[src/rtl/manchester_frame_deframer_pkg.sv]
// Shared frame-format definitions for the Manchester deframer and the serializer-side framer.
package manchester_frame_deframer_pkg;

    localparam logic [7:0] SYNC_BYTE_DEFAULT      = 8'hD5;
    localparam int         MAX_LEN_DEFAULT        = 64;
    localparam int         TIMEOUT_CYCLES_DEFAULT = 1024;
    localparam int         CNT_W_DEFAULT          = 16;

    typedef enum logic [1:0] {
        ST_HUNT    = 2'd0,
        ST_LEN     = 2'd1,
        ST_PAYLOAD = 2'd2,
        ST_CHK     = 2'd3
    } frame_state_t;

endpackage

[src/rtl/manchester_frame_deframer_frame_idle_timer.sv]
// Idle-cycle counter: counts enabled cycles without a clear; expired flags the TIMEOUT_CYCLES-th one.
module frame_idle_timer #(
    parameter int TIMEOUT_CYCLES = 1024
) (
    input  logic clk,
    input  logic rst,
    input  logic clear,
    input  logic enable,
    output logic expired
);

    localparam int W = (TIMEOUT_CYCLES > 2) ? $clog2(TIMEOUT_CYCLES) : 1;
    localparam logic [W-1:0] LIMIT = W'(TIMEOUT_CYCLES - 1);

    logic [W-1:0] cnt;

    // Saturates at LIMIT so expired stays high while an abort waits on the output register
    always_ff @(posedge clk or posedge rst) begin
        if (rst) begin
            cnt <= '0;
        end else if (clear || !enable) begin
            cnt <= '0;
        end else if (cnt != LIMIT) begin
            cnt <= cnt + 1'b1;
        end
    end

    assign expired = enable && !clear && (cnt == LIMIT);

endmodule

[src/rtl/manchester_frame_deframer.sv]
// Extracts SYNC|LEN|payload|CHK frames from the decoded byte stream and forwards the payload.
module manchester_frame_deframer
    import manchester_frame_deframer_pkg::*;
#(
    parameter logic [7:0] SYNC_BYTE      = SYNC_BYTE_DEFAULT,
    parameter int         MAX_LEN        = MAX_LEN_DEFAULT,
    parameter int         TIMEOUT_CYCLES = TIMEOUT_CYCLES_DEFAULT,
    parameter int         CNT_W          = CNT_W_DEFAULT
) (
    input  logic             aclk,
    input  logic             areset,
    input  logic [7:0]       s_axis_tdata,
    input  logic             s_axis_tvalid,
    output logic             s_axis_tready,
    output logic [7:0]       m_axis_tdata,
    output logic             m_axis_tvalid,
    input  logic             m_axis_tready,
    output logic             m_axis_tlast,
    output logic             m_axis_tuser,
    output logic             frame_ok,
    output logic             frame_err,
    output logic [CNT_W-1:0] frame_cnt,
    output logic [CNT_W-1:0] err_cnt
);

    localparam int         REM_W     = $clog2(MAX_LEN + 1);
    localparam logic [7:0] MAX_LEN_B = 8'(MAX_LEN);

    function automatic logic [CNT_W-1:0] sat_inc(input logic [CNT_W-1:0] v);
        return (&v) ? v : v + 1'b1;
    endfunction

    frame_state_t     state, next_state;
    logic [REM_W-1:0] rem;
    logic [7:0]       chk;
    logic [7:0]       hold_data;
    logic             hold_vld;
    logic             accept, can_load, len_bad, expired, abort;
    logic             ld_out, ld_last, ld_user, ok_set, err_set;

    assign can_load      = !m_axis_tvalid || m_axis_tready;
    assign s_axis_tready = (state == ST_HUNT) || (state == ST_LEN) || can_load;
    assign accept        = s_axis_tvalid && s_axis_tready;
    assign len_bad       = (s_axis_tdata == 8'd0) || (s_axis_tdata > MAX_LEN_B);
    // A pending abort with a held byte must wait for the output register to free up
    assign abort         = expired && (!hold_vld || can_load);

    frame_idle_timer #(
        .TIMEOUT_CYCLES(TIMEOUT_CYCLES)
    ) u_idle_timer (
        .clk    (aclk),
        .rst    (areset),
        .clear  (accept),
        .enable (state != ST_HUNT),
        .expired(expired)
    );

    always_ff @(posedge aclk or posedge areset) begin
        if (areset) begin
            state <= ST_HUNT;
        end else begin
            state <= next_state;
        end
    end

    always_comb begin
        next_state = state;
        ld_out     = 1'b0;
        ld_last    = 1'b0;
        ld_user    = 1'b0;
        ok_set     = 1'b0;
        err_set    = 1'b0;
        case (state)
            ST_HUNT: begin
                if (accept && s_axis_tdata == SYNC_BYTE) next_state = ST_LEN;
            end
            ST_LEN: begin
                if (accept) begin
                    next_state = len_bad ? ST_HUNT : ST_PAYLOAD;
                    err_set    = len_bad;
                end else if (abort) begin
                    next_state = ST_HUNT;
                    err_set    = 1'b1;
                end
            end
            ST_PAYLOAD: begin
                if (accept) begin
                    ld_out = hold_vld;
                    if (rem == REM_W'(1)) next_state = ST_CHK;
                end else if (abort) begin
                    next_state = ST_HUNT;
                    err_set    = 1'b1;
                    ld_out     = hold_vld;
                    ld_last    = 1'b1;
                    ld_user    = 1'b1;
                end
            end
            ST_CHK: begin
                if (accept) begin
                    next_state = ST_HUNT;
                    ld_out     = 1'b1;
                    ld_last    = 1'b1;
                    ld_user    = (s_axis_tdata != chk);
                    ok_set     = (s_axis_tdata == chk);
                    err_set    = (s_axis_tdata != chk);
                end else if (abort) begin
                    next_state = ST_HUNT;
                    err_set    = 1'b1;
                    ld_out     = hold_vld;
                    ld_last    = 1'b1;
                    ld_user    = 1'b1;
                end
            end
            default: next_state = ST_HUNT;
        endcase
    end

    always_ff @(posedge aclk or posedge areset) begin
        if (areset) begin
            m_axis_tvalid <= 1'b0;
            m_axis_tdata  <= 8'd0;
            m_axis_tlast  <= 1'b0;
            m_axis_tuser  <= 1'b0;
            hold_vld      <= 1'b0;
            frame_ok      <= 1'b0;
            frame_err     <= 1'b0;
            frame_cnt     <= '0;
            err_cnt       <= '0;
        end else begin
            if (ld_out) begin
                m_axis_tvalid <= 1'b1;
                m_axis_tdata  <= hold_data;
                m_axis_tlast  <= ld_last;
                m_axis_tuser  <= ld_user;
            end else if (m_axis_tready) begin
                m_axis_tvalid <= 1'b0;
            end
            if (next_state == ST_HUNT) begin
                hold_vld <= 1'b0;
            end else if (state == ST_PAYLOAD && accept) begin
                hold_vld <= 1'b1;
            end
            frame_ok  <= ok_set;
            frame_err <= err_set;
            if (ok_set)  frame_cnt <= sat_inc(frame_cnt);
            if (err_set) err_cnt   <= sat_inc(err_cnt);
        end
    end

    // Payload datapath; qualified by state/hold_vld so it needs no reset
    always_ff @(posedge aclk) begin
        if (accept && state == ST_LEN) begin
            rem <= REM_W'(s_axis_tdata);
            chk <= s_axis_tdata;
        end else if (accept && state == ST_PAYLOAD) begin
            rem       <= rem - 1'b1;
            chk       <= chk ^ s_axis_tdata;
            hold_data <= s_axis_tdata;
        end
    end

endmodule

[config.mk]
export PLATFORM = sky130hd
export DESIGN_NAME = manchester_frame_deframer
export DESIGN_NICKNAME = d
export VERILOG_FILES = /design/src/rtl/manchester_frame_deframer_pkg.sv /design/src/rtl/manchester_frame_deframer_frame_idle_timer.sv /design/src/rtl/manchester_frame_deframer.sv
export SDC_FILE = /design/constraint.sdc
export NUM_CORES = 1
export LEC_CHECK = 0
export ABC_CLOCK_PERIOD_IN_PS = 5100
export CORE_MARGIN = 2
export CORE_UTILIZATION = 40
export CTS_CLUSTER_SIZE = 28
export DETAILED_ROUTE_END_ITERATION = 8
export PLACE_DENSITY = 0.73
export SYNTH_ARGS = -nofsm -noshare
export SYNTH_HDL_FRONTEND = slang
export SYNTH_SLANG_ARGS = --single-unit
[constraint.sdc]
create_clock -name aclk -period 5.1 [get_ports aclk]
set_input_delay 0.765 -clock aclk [delete_from_list [all_inputs] [get_ports aclk]]
set_output_delay 0.765 -clock aclk [all_outputs]
set_load 0.02 [all_outputs]
==> results of run 1 <==
[placed cells by master (no fill, tap or decap), drive strengths merged, types with 3 or more instances in the layout]
cell and n:
dfrtp 58, clkdlybuf4s50 57, xnor2 46, nand2 32
nor2 28, nand3 24, edfxtp 23, nand4 17
clkbuf 13, mux2 12, and3 11, nor3 9
a21oi 9, xor2 7, o21ai 7, inv 7
nor4 6, or3 5, ha 5, nand2b 3
and2 3, nand3b 3, a31oi 3, nor3b 3
buf 3
[metal layers]
metal  vias up  track usage [%]  wire (um)
li1       1363                -          -
met1      1390            20.06       3509
met2        57            26.11       3906
met3         9            3.762        362
met4         0            5.436         87
met5         -                0          0
[where the power goes]
part           switching (mW)  internal, mW
Combinational           0.233         0.220
Sequential             0.0847         0.810
Clock                   0.219         0.202
[worst max-delay path: cells and delay by family]
| kind | cells | cell delay, ns |
|---|---|---|
| mux | 1 | 0.33 |
| compound gates | 1 | 0.68 |
| buf+inv | 1 | 0.62 |
| simple gates | 3 | 0.87 |
[sequential cells by signal (all words and copies together), names as in the netlist]
| name | cells |
|---|---|
| m_axis_tdata | 8 |
| m_axis_tuser | 1 |
| m_axis_tlast | 1 |
| m_axis_tvalid | 1 |
| hold_vld | 1 |
| frame_cnt | 16 |
| frame_ok | 1 |
| frame_err | 1 |
| hold_data | 8 |
| rem | 7 |
| state | 2 |
| err_cnt | 16 |
| u_idle_timer.cnt | 10 |
| chk | 8 |
[per-stage QoR]
| stage | hold slack, ns | power, mW | cells |
|---|---|---|---|
| after floorplan | 0.4553 | 1.182 | 347 |
| after global placement | 0.4592 | 1.349 | 527 |
| after detailed placement | 0.4658 | 1.366 | 527 |
| after CTS | 0.4868 | 1.791 | 543 |
| after global routing | 0.4954 | 1.858 | 543 |
| final | 0.4789 | 1.769 | 543 |
[cells by family (layout without fill, tap and decap cells)]
logic type / Yosys count / count (layout) / synth area share [%]
AOI/OAI and AO/OA: 28 / 28 / 4.962
xor gates and xnor gates: 53 / 53 / 12.03
adders and majority gates: 5 / 5 / 1.621
buffers and inverters: 16 / 83 / 1.784
DFF: 81 / 81 / 55.51
muxes: 14 / 14 / 4.021
and+or+nand+nor: 150 / 150 / 20.07
[cell type report]
cell class	instances	share of cell area, %
timing repair buffer	60	12.49
clock inverter	3	0.3690
multi-input combinational	250	34.71
clock buffer	13	3.347
tap	129	3.400
sequential	81	45.12
inverter	7	0.5535
[worst min path at each step]
stage | to | slack (ns)
after floorplan | m_axis_tdata[6] | 0.46
after global placement | m_axis_tdata[7] | 0.46
after detailed placement | m_axis_tdata[7] | 0.47
after CTS | m_axis_tdata[6] | 0.49
after global routing | m_axis_tdata[3] | 0.50
final | m_axis_tdata[3] | 0.48
==> results_dict.tcl, run 1 <==
set metrics [dict create \
    hp-start "hold_data[3]" \
    arrival_ns 3.28 \
    synth_top_area_cell "dfrtp_1" \
    rsz0062_at_grt "no" \
    clk_pin_slew_worst_paths_ns 0.08 \
    postCtsHoldBufs 0 \
    r2r-end "err_cnt[1]" \
    p_leak_nw 1.869 \
    slowest_delay_ns 0.68 \
    area_delta_synth_final_pct 23.02 \
    drv_cap 0 \
    outcome "complete, no violations" \
    vias_per_cell 5.192 \
    crit_chain "clkdlybuf4s50_1 -> and3_1 -> nand2_1 -> o221ai_4 -> nand2_2 -> mux2_1" \
    final_nets 426 \
    cts_setup_buffers 0 \
    ant_nets 0 \
    hold_path_depth 1 \
    grt_overflow 0 \
    yosysMostFrequentCell "dfrtp_1" \
    die_width_um 102.2 \
    r2r_setup_slack_ns 2.39 \
    netlist_area_um2 3859 \
    hold_path_class "register to register" \
    num_antenna_cells 0 \
    hold_violations 0 \
    grtUsageTotal_pct 15.66 \
    numCtsBuffers 9 \
    synth-edff-count 23 \
    setup-violations-final 0 \
    drive_gt1_share_pct 8.213 \
    slew_headroom_pct 44.15 \
    worst_pin_slew_ns 0.8358 \
    ys_ff_latch 81 \
    root_buffer "clkbuf_8" \
    seqCellArea_um2 2142 \
    cts_resized 0 \
    synthArstFlopShare_pct 71.60 \
    crit_path_end "err_cnt[1]" \
    clock-skew-final_ns 0.008217 \
    dieArea_um2 10450 \
    cts_max_path_buffers 2 \
    drcViolationCount 0 \
    clock_sinks 81 \
    die_height_um 102.2 \
    antenna_found_initial 0 \
    drt-total-wl_mm 7.867 \
    clock_latency_ns 0.34 \
    reg2reg_depth 7 \
    first_global_vias 2704 \
    final_area_um2 4747 \
    ys_top_cells_by_count "58 x dfrtp_1, 46 x xnor2_1, 31 x nand2_1" \
    synth_top_area_share_pct 37.61 \
    synthTopCellsByArea "dfrtp_1 38%, edfxtp_1 18%, xnor2_1 10%, mux2_2 3.2%, nand2_1 3.0%" \
    setup_tns_ns 0 \
    fmax_ghz 0.3278 \
    fin_crit_sh_pct 59.82 \
    initial_core_util_pct 41.56 \
    ir_worst_vdd_uv 240.4 \
    synth.yosys.warnings 0 \
    fill_cells 856 \
    tritoncts "built" \
    crit_path_start_kind "input pin" \
    io_pins 58 \
    syn-num-nets 364 \
    dp_hpwl_mm 5.706 \
    placed_area_um2 4571 \
    fp.coreArea_um2 9284 \
    dr.first_iter.drc_count 127 \
    netlist-cell-type-count 45 \
    grt_pass1_wl_mm 12.85 \
    h-tree-depth 3 \
    required_ns 5.33 \
    path_max_fanout 24 \
    port_buffers 57 \
    drt_first_pass_iters 4 \
    crit_start "s_axis_tvalid" \
    synth.avg_cell_area_um2 11.12 \
    cpMaxStageDelayCell "o221ai_4" \
    routedWlPerCell_um 14.49 \
    post-route-util_pct 51.13 \
    vias 2819 \
    gp_congestion 0.8139 \
    setup_ws_ns 2.049 \
    grt_start_max_net_pins 59 \
    drv_slew 0 \
    worstSetupPathType "input pin to register" \
    period_needed_ns 3.051 \
    row_count 35 \
    p_per_area_nw_per_um2 372.7 \
    ys.flop_type "dfrtp_1" \
    syn_inst 347 \
    critPathCaptureType "register" \
    multi_input_area_um2 1648 \
    place_ws_ns 1.730 \
    r2r-start "u_idle_timer.cnt[0]" \
    seq_area_frac_synth_pct 55.51 \
]
No activity file was read; power rests on OpenSTA's default activity.
==> run 2, diff against run 1 <==
--- a/config.mk
+++ b/config.mk
@@ -5,12 +5,12 @@
 export SDC_FILE = /design/constraint.sdc
 export NUM_CORES = 1
 export LEC_CHECK = 0
-export ABC_CLOCK_PERIOD_IN_PS = 5100
+export ABC_CLOCK_PERIOD_IN_PS = 2800
 export CORE_MARGIN = 2
 export CORE_UTILIZATION = 40
 export CTS_CLUSTER_SIZE = 28
 export DETAILED_ROUTE_END_ITERATION = 8
-export PLACE_DENSITY = 0.73
+export PLACE_DENSITY = 0.75
 export SYNTH_ARGS = -nofsm -noshare
 export SYNTH_HDL_FRONTEND = slang
 export SYNTH_SLANG_ARGS = --single-unit
==> constraint.sdc (replaced) <==
create_clock -name aclk -period 2.8 [get_ports aclk]
set_input_delay 0.42 -clock aclk [delete_from_list [all_inputs] [get_ports aclk]]
set_output_delay 0.42 -clock aclk [all_outputs]
set_load 0.02 [all_outputs]
==> results_dict.tcl, run 2 (synthesized netlist as in run 1, its figures left out) <==
set metrics [dict create \
    met3_length_um 336 \
    die_height_um 102.2 \
    initial_core_util_pct 41.56 \
    io_pins 58 \
    path_max_fanout 16 \
    dp_hpwl_mm 6.148 \
    hold_path_class "input pin to async pin" \
    p_leak_nw 1.978 \
    ir_worst_vdd_uv 418.7 \
    setup-violations-final 0 \
    worst_pin_slew_ns 0.7539 \
    drive_gt1_share_pct 11.63 \
    final_cells 559 \
    vias_per_cell 5.157 \
    grt_start_max_net_pins 29 \
    hold_violations 0 \
    clock_latency_ns 0.36 \
    area_delta_synth_final_pct 27.98 \
    routedWlPerCell_um 14.81 \
    drcViolationCount 0 \
    period_needed_ns 2.510 \
    grtUsageTotal_pct 17.01 \
    first_global_vias 2872 \
    r2r-end "err_cnt[15]" \
    antenna_found_initial 0 \
    grt_pass1_wl_mm 13.74 \
    setup_tns_ns 0 \
    drt-total-wl_mm 8.280 \
    arrival_ns 2.75 \
    layout_commonest_cell "dfrtp_1" \
    fin_crit_sh_pct 89.64 \
    worstSetupPathType "register to register" \
    clock_sinks 81 \
    h-tree-depth 3 \
    drv_cap 0 \
    holdWs_ns 0.4549 \
    outcome "complete, no violations" \
    critPathCaptureType "register" \
    top_layer_used "met4" \
    dieArea_um2 10450 \
    rsz0062_at_grt "no" \
    port_buffers 57 \
    drt_first_pass_iters 4 \
    numCtsBuffers 9 \
    clock-skew-final_ns 0.01126 \
    clk_pin_slew_worst_paths_ns 0.08 \
    num_antenna_cells 0 \
    fmax_ghz 0.3984 \
    ant_nets 0 \
    met2WireLength_mm 4.000 \
    grt_overflow 0 \
    cts_setup_buffers 0 \
    die_width_um 102.2 \
    p_per_area_nw_per_um2 711.3 \
    dr.first_iter.drc_count 149 \
    root_buffer "clkbuf_8" \
    wl_met1_mm 3.785 \
    r2r_setup_slack_ns 0.29 \
    final_nets 442 \
    cts_max_path_buffers 2 \
    gp_congestion 0.7791 \
    r2r-start "u_idle_timer.cnt[0]" \
    postCtsHoldBufs 0 \
    vias 2883 \
    reg.largest.list "err_cnt (16), frame_cnt (16), u_idle_timer.cnt (10)" \
    final_cell_mix "58 x dfrtp_1, 57 x clkdlybuf4s50_1, 46 x xnor2_1" \
    crit_path_start_kind "register" \
    required_ns 3.04 \
    slew_headroom_pct 49.40 \
    cts_resized 0 \
    post-place-cells 543 \
    fp.coreArea_um2 9284 \
    reg2reg_depth 8 \
    tritoncts "built" \
    drv_slew 0 \
    row_count 35 \
]
[run 2: cell types whose count changed in the layout (fill, tap and decap cells not counted)]
cell	previous run	this run
buf_4	3	18
bufinv_16	0	3
clkbuf_8	11	9
buf_12	0	1
clkinv_2	2	1
clkinv_4	0	1
clkinvlp_4	1	0
[run 2: worst max-delay path, cell delays in order (launching register included)]
cell and delay (ns):
dfrtp_1 0.43, ha_1 0.24, nand3_2 0.14, or3_1 0.51, o31a_1 0.38, o221ai_4 0.26
buf_12 0.18, nand4_1 0.11, xnor2_1 0.14
[run 2: layer usage]
metal  GRT usage [%]  vias to the layer above
met1           22.26                     1410
met3           4.104                       16
met2           27.07                       65
met5               0                        -
li1                -                     1392
met4           7.385                        0
[run 2: where the power goes]
part | switching (mW) | leakage, nW | internal (mW)
Clock | 0.420 | 0.118 | 0.593
Sequential | 0.170 | 0.998 | 1.47
Combinational | 0.438 | 0.862 | 0.417
Total | 1.03 | 1.98 | 2.49
[run 2: worst max path at each step]
stage | to | from | slack, ns
3_3_place_gp | frame_cnt[15] | m_axis_tready | 0.16
3_5_place_dp | err_cnt[14] | s_axis_tdata[5] | 0.09
2_1_floorplan | chk[0] | m_axis_tvalid | 0.41
4_1_cts | err_cnt[15] | u_idle_timer.cnt[0] | 0.29
6_report | err_cnt[15] | u_idle_timer.cnt[0] | 0.29
5_1_grt | err_cnt[14] | u_idle_timer.cnt[0] | 0.19
[run 2: layout make-up]
class / instances / area (um^2)
timing repair buffer: 76 / 725.7
tap: 129 / 161.4
clock inverter: 5 / 103.9
multi-input combinational: 250 / 1648
inverter: 7 / 26.28
clock buffer: 11 / 131.4
sequential: 81 / 2142
fill: 843 / 4345
[run 2: through the flow]
step                instance area [um^2]  util (%)  power, mW  worst slack (ns)
floorplan                           3859         -      2.153            0.4075
global placement                    4703     50.66      2.476            0.1594
detailed placement                  4703     50.66      2.516           0.09109
CTS                                 4938     53.19      3.539            0.2888
global route                        4938     53.19      3.685            0.1851
finish                              4938     53.19      3.513            0.2900
==> run 3, diff against run 2 <==
--- a/config.mk
+++ b/config.mk
@@ -14,3 +14,4 @@
 export SYNTH_ARGS = -nofsm -noshare
 export SYNTH_HDL_FRONTEND = slang
 export SYNTH_SLANG_ARGS = --single-unit
+export TNS_END_PERCENT = 100
==> results of run 3 <==
No change in the layout: final DEF, timing and power equal those of run 2.
